[src/rtl/instruction_fetch_pkg.sv]
// Shared MIPS fetch definitions: default widths and the fetch state encoding,
// reused by the instruction memory and decode blocks.
package instruction_fetch_pkg;

    localparam int IF_ADDR_W = 5;
    localparam int IF_DATA_W = 32;

    typedef enum logic [1:0] {
        ST_RUN  = 2'd0,
        ST_LAST = 2'd1,
        ST_DONE = 2'd2
    } fetch_state_t;

endpackage

[src/rtl/instruction_fetch.sv]
// Sequential instruction fetch for a synchronous-read instruction memory, with
// decode back-pressure (stall), branch redirect and end-of-program detection.
module instruction_fetch
    import instruction_fetch_pkg::*;
#(
    parameter int ADDR_W   = IF_ADDR_W,
    parameter int DATA_W   = IF_DATA_W,
    parameter int RESET_PC = 0,
    parameter int PROG_LEN = 32
) (
    input  logic              clk,
    input  logic              rst,
    output logic [ADDR_W-1:0] imem_addr,
    input  logic [DATA_W-1:0] imem_instr,
    input  logic              stall,
    input  logic              redirect,
    input  logic [ADDR_W-1:0] redirect_pc,
    output logic [DATA_W-1:0] if_instr,
    output logic [ADDR_W-1:0] if_pc,
    output logic              if_valid,
    output logic              done
);

    localparam logic [ADDR_W-1:0] START_PC    = ADDR_W'(RESET_PC);
    localparam logic [ADDR_W-1:0] LAST_PC     = ADDR_W'(PROG_LEN - 1);
    localparam logic [ADDR_W-1:0] ONE         = ADDR_W'(1);
    localparam fetch_state_t      RESET_STATE = (PROG_LEN == 1) ? ST_LAST : ST_RUN;

    logic [ADDR_W-1:0] fetch_pc, fetch_pc_nxt;
    logic [ADDR_W-1:0] req_pc, req_pc_nxt;
    logic              req_valid, req_valid_nxt;
    fetch_state_t      state, state_nxt;
    logic              hold;

    // A stall only freezes the pipe when there is an instruction to hold;
    // with nothing presented the first fetch still goes out.
    assign hold = stall & req_valid;

    always_comb begin
        if (rst)
            imem_addr = START_PC;
        else if (redirect)
            imem_addr = redirect_pc;
        else if (hold)
            imem_addr = req_pc;
        else
            imem_addr = fetch_pc;
    end

    assign if_instr = imem_instr;
    assign if_pc    = req_pc;
    assign if_valid = req_valid & ~redirect & (state != ST_DONE);
    assign done     = (state == ST_DONE);

    always_ff @(posedge clk or posedge rst) begin
        if (rst) begin
            fetch_pc  <= START_PC;
            req_pc    <= START_PC;
            req_valid <= 1'b0;
            state     <= RESET_STATE;
        end else begin
            fetch_pc  <= fetch_pc_nxt;
            req_pc    <= req_pc_nxt;
            req_valid <= req_valid_nxt;
            state     <= state_nxt;
        end
    end

    always_comb begin
        fetch_pc_nxt  = fetch_pc;
        req_pc_nxt    = req_pc;
        req_valid_nxt = req_valid;
        state_nxt     = state;

        if (redirect) begin
            req_pc_nxt    = redirect_pc;
            req_valid_nxt = 1'b1;
            fetch_pc_nxt  = redirect_pc + ONE;
            if (redirect_pc == LAST_PC)
                state_nxt = ST_LAST;
            else
                state_nxt = ST_RUN;
        end else if (!hold) begin
            unique case (state)
                ST_RUN: begin
                    req_pc_nxt    = fetch_pc;
                    req_valid_nxt = 1'b1;
                    fetch_pc_nxt  = fetch_pc + ONE;
                    if (fetch_pc == LAST_PC)
                        state_nxt = ST_LAST;
                end
                ST_LAST: begin
                    // Last word already in flight: retire it once accepted.
                    // Only a one-word program reaches here with nothing issued.
                    if (req_valid) begin
                        req_valid_nxt = 1'b0;
                        state_nxt     = ST_DONE;
                    end else begin
                        req_pc_nxt    = fetch_pc;
                        req_valid_nxt = 1'b1;
                        fetch_pc_nxt  = fetch_pc + ONE;
                    end
                end
                ST_DONE: begin
                end
                default: begin
                    state_nxt = ST_DONE;
                end
            endcase
        end
    end

endmodule

[config.mk]
export PLATFORM = sky130hd
export DESIGN_NAME = instruction_fetch
export DESIGN_NICKNAME = d
export VERILOG_FILES = /design/src/rtl/instruction_fetch_pkg.sv /design/src/rtl/instruction_fetch.sv
export SDC_FILE = /design/constraint.sdc
export NUM_CORES = 1
export LEC_CHECK = 0
export ABC_AREA = 1
export ABC_CLOCK_PERIOD_IN_PS = 1760
export BUFFER_PORTS_ARGS = -buffer_cell sky130_fd_sc_hd__clkbuf_2
export CAP_MARGIN = 20
export CORE_MARGIN = 2
export CORE_UTILIZATION = 24
export DETAILED_ROUTE_END_ITERATION = 16
export HOLD_SLACK_MARGIN = 0.06
export PLACE_DENSITY = 0.55
export SLEW_MARGIN = 20
export SYNTH_ARGS = -nofsm -noshare
export SYNTH_HDL_FRONTEND = slang
export SYNTH_SLANG_ARGS = --single-unit
[constraint.sdc]
create_clock -name clk -period 1.76 [get_ports clk]
set_clock_uncertainty 0.2 [all_clocks]
set_input_delay 0.088 -clock clk [delete_from_list [all_inputs] [get_ports clk]]
set_output_delay 0.088 -clock clk [all_outputs]
set_load 0.005 [all_outputs]
==> impl_results.md <==
- Final Cell Area: 0.001470 mm2
- DRC Markers: 0
- Fin Setup TNS: 0 ns
- Max Slew Vio Count: 0
- Final setup fails: 0
- Layout area overhead: 28.98%
- Yosys cell types: 24
- Rows: 25
- Worst Max-Slew Pin Slew: 0.2507 ns
- RSZ-0062 raised after global routing: false
- Largest net degree at the start of global routing: 13
- Filler cell count: between 400 and 500
- GR Util met1: a little over a tenth
- Worst Path Arrival: around 1.4 ns
- Die Height: roughly 73 um
- Share of layout cells above drive strength 1: 27.37%
- ANT nets after route: 0
- Fin crit share: approximately 93%
- Max Root-Sink Buffers: 2
- Flop and latch count out of synthesis: 13
- DRT Pass-1 Iters: 4
- CTS buffer count: 3
- Crit path max fanout: 6
- CTS clock-pin slew for the worst setup and hold paths: roughly 0.05 ns
- Synth Cell Area: ~0.0011 mm2
- Critical path class: flop to output port
- Crit. End Element: output port
- Clock Latency Late Sink: approximately 0.24 ns
- Worst Hold Class: input port to flop
- Nets: roughly 220
- WL/cell: between 10 and 15 um
- Overall Power: approximately 1.7 mW
- DP Area: between 0.001 and 0.0015 mm2
- Yosys warns: 0
- Most common cell after layout, fill and taps aside: nand2_1
- Part of the Yosys area used for sequential elements: about 29%
- Vias in the first global route: around 900
- TritonCTS clock tree: yes
- Gate Count Post-Synth: approximately 150
- Total track usage: 9.594%
- Htree depth: 1
- Most frequent cells in the layout: nand2_1 (40), dlygate4sd3_1 (35), clkbuf_2 (20)
- Met3 usage: 3.729%
- Power Density: roughly 1200 mW/mm2
- Core area: 0.004661 mm2
- Die Area: 0.005317 mm2
- Max-Cap Viols: 0
- Root Driver: clkbuf_8
- DRT iter0 DRCs: 37
- # IOs: 85
- Leakage: 0.7138 nW
- Fmax: 612.0 MHz
- Initial core utilization: between 20 and 25%
- First-pass GRT wire length: 3891 um
- Clk sink count: 13
- Outcome: finished, final reports clean
- Gpl congestion: 0.7848
- Antenna violations before repair: 0
- Min cycle time layout: ~1.6 ns
- Synthesized Nets: approximately 190
- Vias/cell: about 4.3
- Peak VDD IR: ~0.38 mV
- Grt ovf: 0
- GR Layer Usage met2: 16.87%
- Layer with the highest usage: met2
- Final Hold Fails: 0
- Slew Limit Headroom: 83.16%
- I/O Buffers: 20
- Post-synthesis average cell area: ~7.5 um2
- Via count: around 1,000
- Detailed-placement wirelength estimate: 1801 um
- Ant. Diodes: 0
- Die width: around 73 um
- Startpoint Class: flop
- CP Data Required Time: between 1 and 1.5 ns
- Post-Route WL: between 2000 and 2500 um
[registers in the layout (all words and copies together) (netlist names)]
signal     cells
fetch_pc       5
if_pc          5
state          2
req_valid      1
[layout make-up]
cell class              count  area (um2)  area share, %
clock buffers               4       45.04          3.064
inverters                  13       62.56          4.255
multi-input cells          91       496.7          33.79
flip-flops and latches     13       325.3          22.13
well taps                  54       67.56          4.596
repair buffers             58       473.0          32.17
[power by group]
part | internal, mW | total (mW) | switching, mW
clock network | 0.160 | 0.271 | 0.111
registers | 0.443 | 0.583 | 0.140
logic | 0.363 | 0.845 | 0.483
[final timing paths]
| kind | startpoint | end | slack (ns) | cells after the start |
|---|---|---|---|---|
| setup reg to reg | fetch_pc[0]$_DFFE_PP0P_ | fetch_pc[4]$_DFFE_PP0P_ | 0.34 | 7 |
| setup / recovery | req_valid$_DFFE_PP0P_ | imem_addr[3] | 0.13 | 5 |
| hold reg to reg | fetch_pc[0]$_DFFE_PP0P_ | fetch_pc[0]$_DFFE_PP0P_ | 0.32 | 1 |
| max in group asynchronous | rst | state[0]$_DFFE_PP0P_ | 0.92 | 4 |
| hold / removal | redirect_pc[3] | state[0]$_DFFE_PP0P_ | 0.04 | 5 |
| min in group asynchronous | rst | fetch_pc[3]$_DFFE_PP0P_ | 0.12 | 3 |
[metrics by stage]
stage	std cells	utilization, %	hold slack [ns]	worst slack, ns
floorplan	151	-	-0.2023	0.4085
global placement	193	22.55	-0.1549	0.3108
detailed placement	193	22.55	-0.1486	0.3013
CTS	232	31.03	0.07432	0.03516
global route	233	31.54	0.08594	0.02876
finish	233	31.54	0.04488	0.1260
[critical path: stages (launching register included)]
cell and delay, ns:
dfrtp_1 0.43, nand2_4 0.10, inv_1 0.11, nand2_2 0.10
a211oi_2 0.22, clkbuf_2 0.14
[per-layer routing]
| metal | wire length (um) | vias up | share of wire [%] |
|---|---|---|---|
| met2 | 1226 | 50 | 50 |
| met1 | 1012 | 435 | 41 |
| met5 | 0 | - | 0 |
| met3 | 192 | 4 | 7.8 |
| li1 | - | 503 | - |
| met4 | 28 | 0 | 1.1 |
[cell usage after synthesis]
library cell / instances / area (um2)
buf_6: 1 / 11.26
o21ai_2: 4 / 35.03
xnor2_1: 1 / 8.760
inv_1: 11 / 41.29
a211oi_1: 1 / 7.510
nand2_1: 41 / 153.9
nand2_4: 1 / 11.26
nand2_2: 10 / 62.56
nand3_1: 9 / 45.04
nand4_1: 3 / 18.77
inv_6: 2 / 17.52
buf_4: 32 / 240.2
o21a_1: 1 / 7.510
a21oi_1: 2 / 10.01
a21oi_4: 1 / 16.27
nor2_8: 1 / 20.02
ha_1: 1 / 12.51
nor3_1: 1 / 5.000
a31oi_1: 2 / 12.51
o21ai_0: 4 / 20.02
nor2_4: 1 / 11.26
nor2_1: 7 / 26.28
dfrtp_1: 13 / 325.3
buf_12: 1 / 20.02
[timing repair]
item | CTS | global route
endpoints found under the setup margin | 0 | 4
hold buffers | 35 | 0
buffers inserted | 0 | 1
gates resized for setup | 0 | 5
hold endpoints to repair | 46 | 0
[cell families after synthesis]
group / Yosys count / share of synthesized area [%]
simple gates: 74 / 31.06
buf+inv: 47 / 28.98
compound gates: 15 / 9.550
flops: 13 / 28.54
xor+xnor: 1 / 0.7685
fa+ha+maj: 1 / 1.098
(Power assumes the default switching activity.)
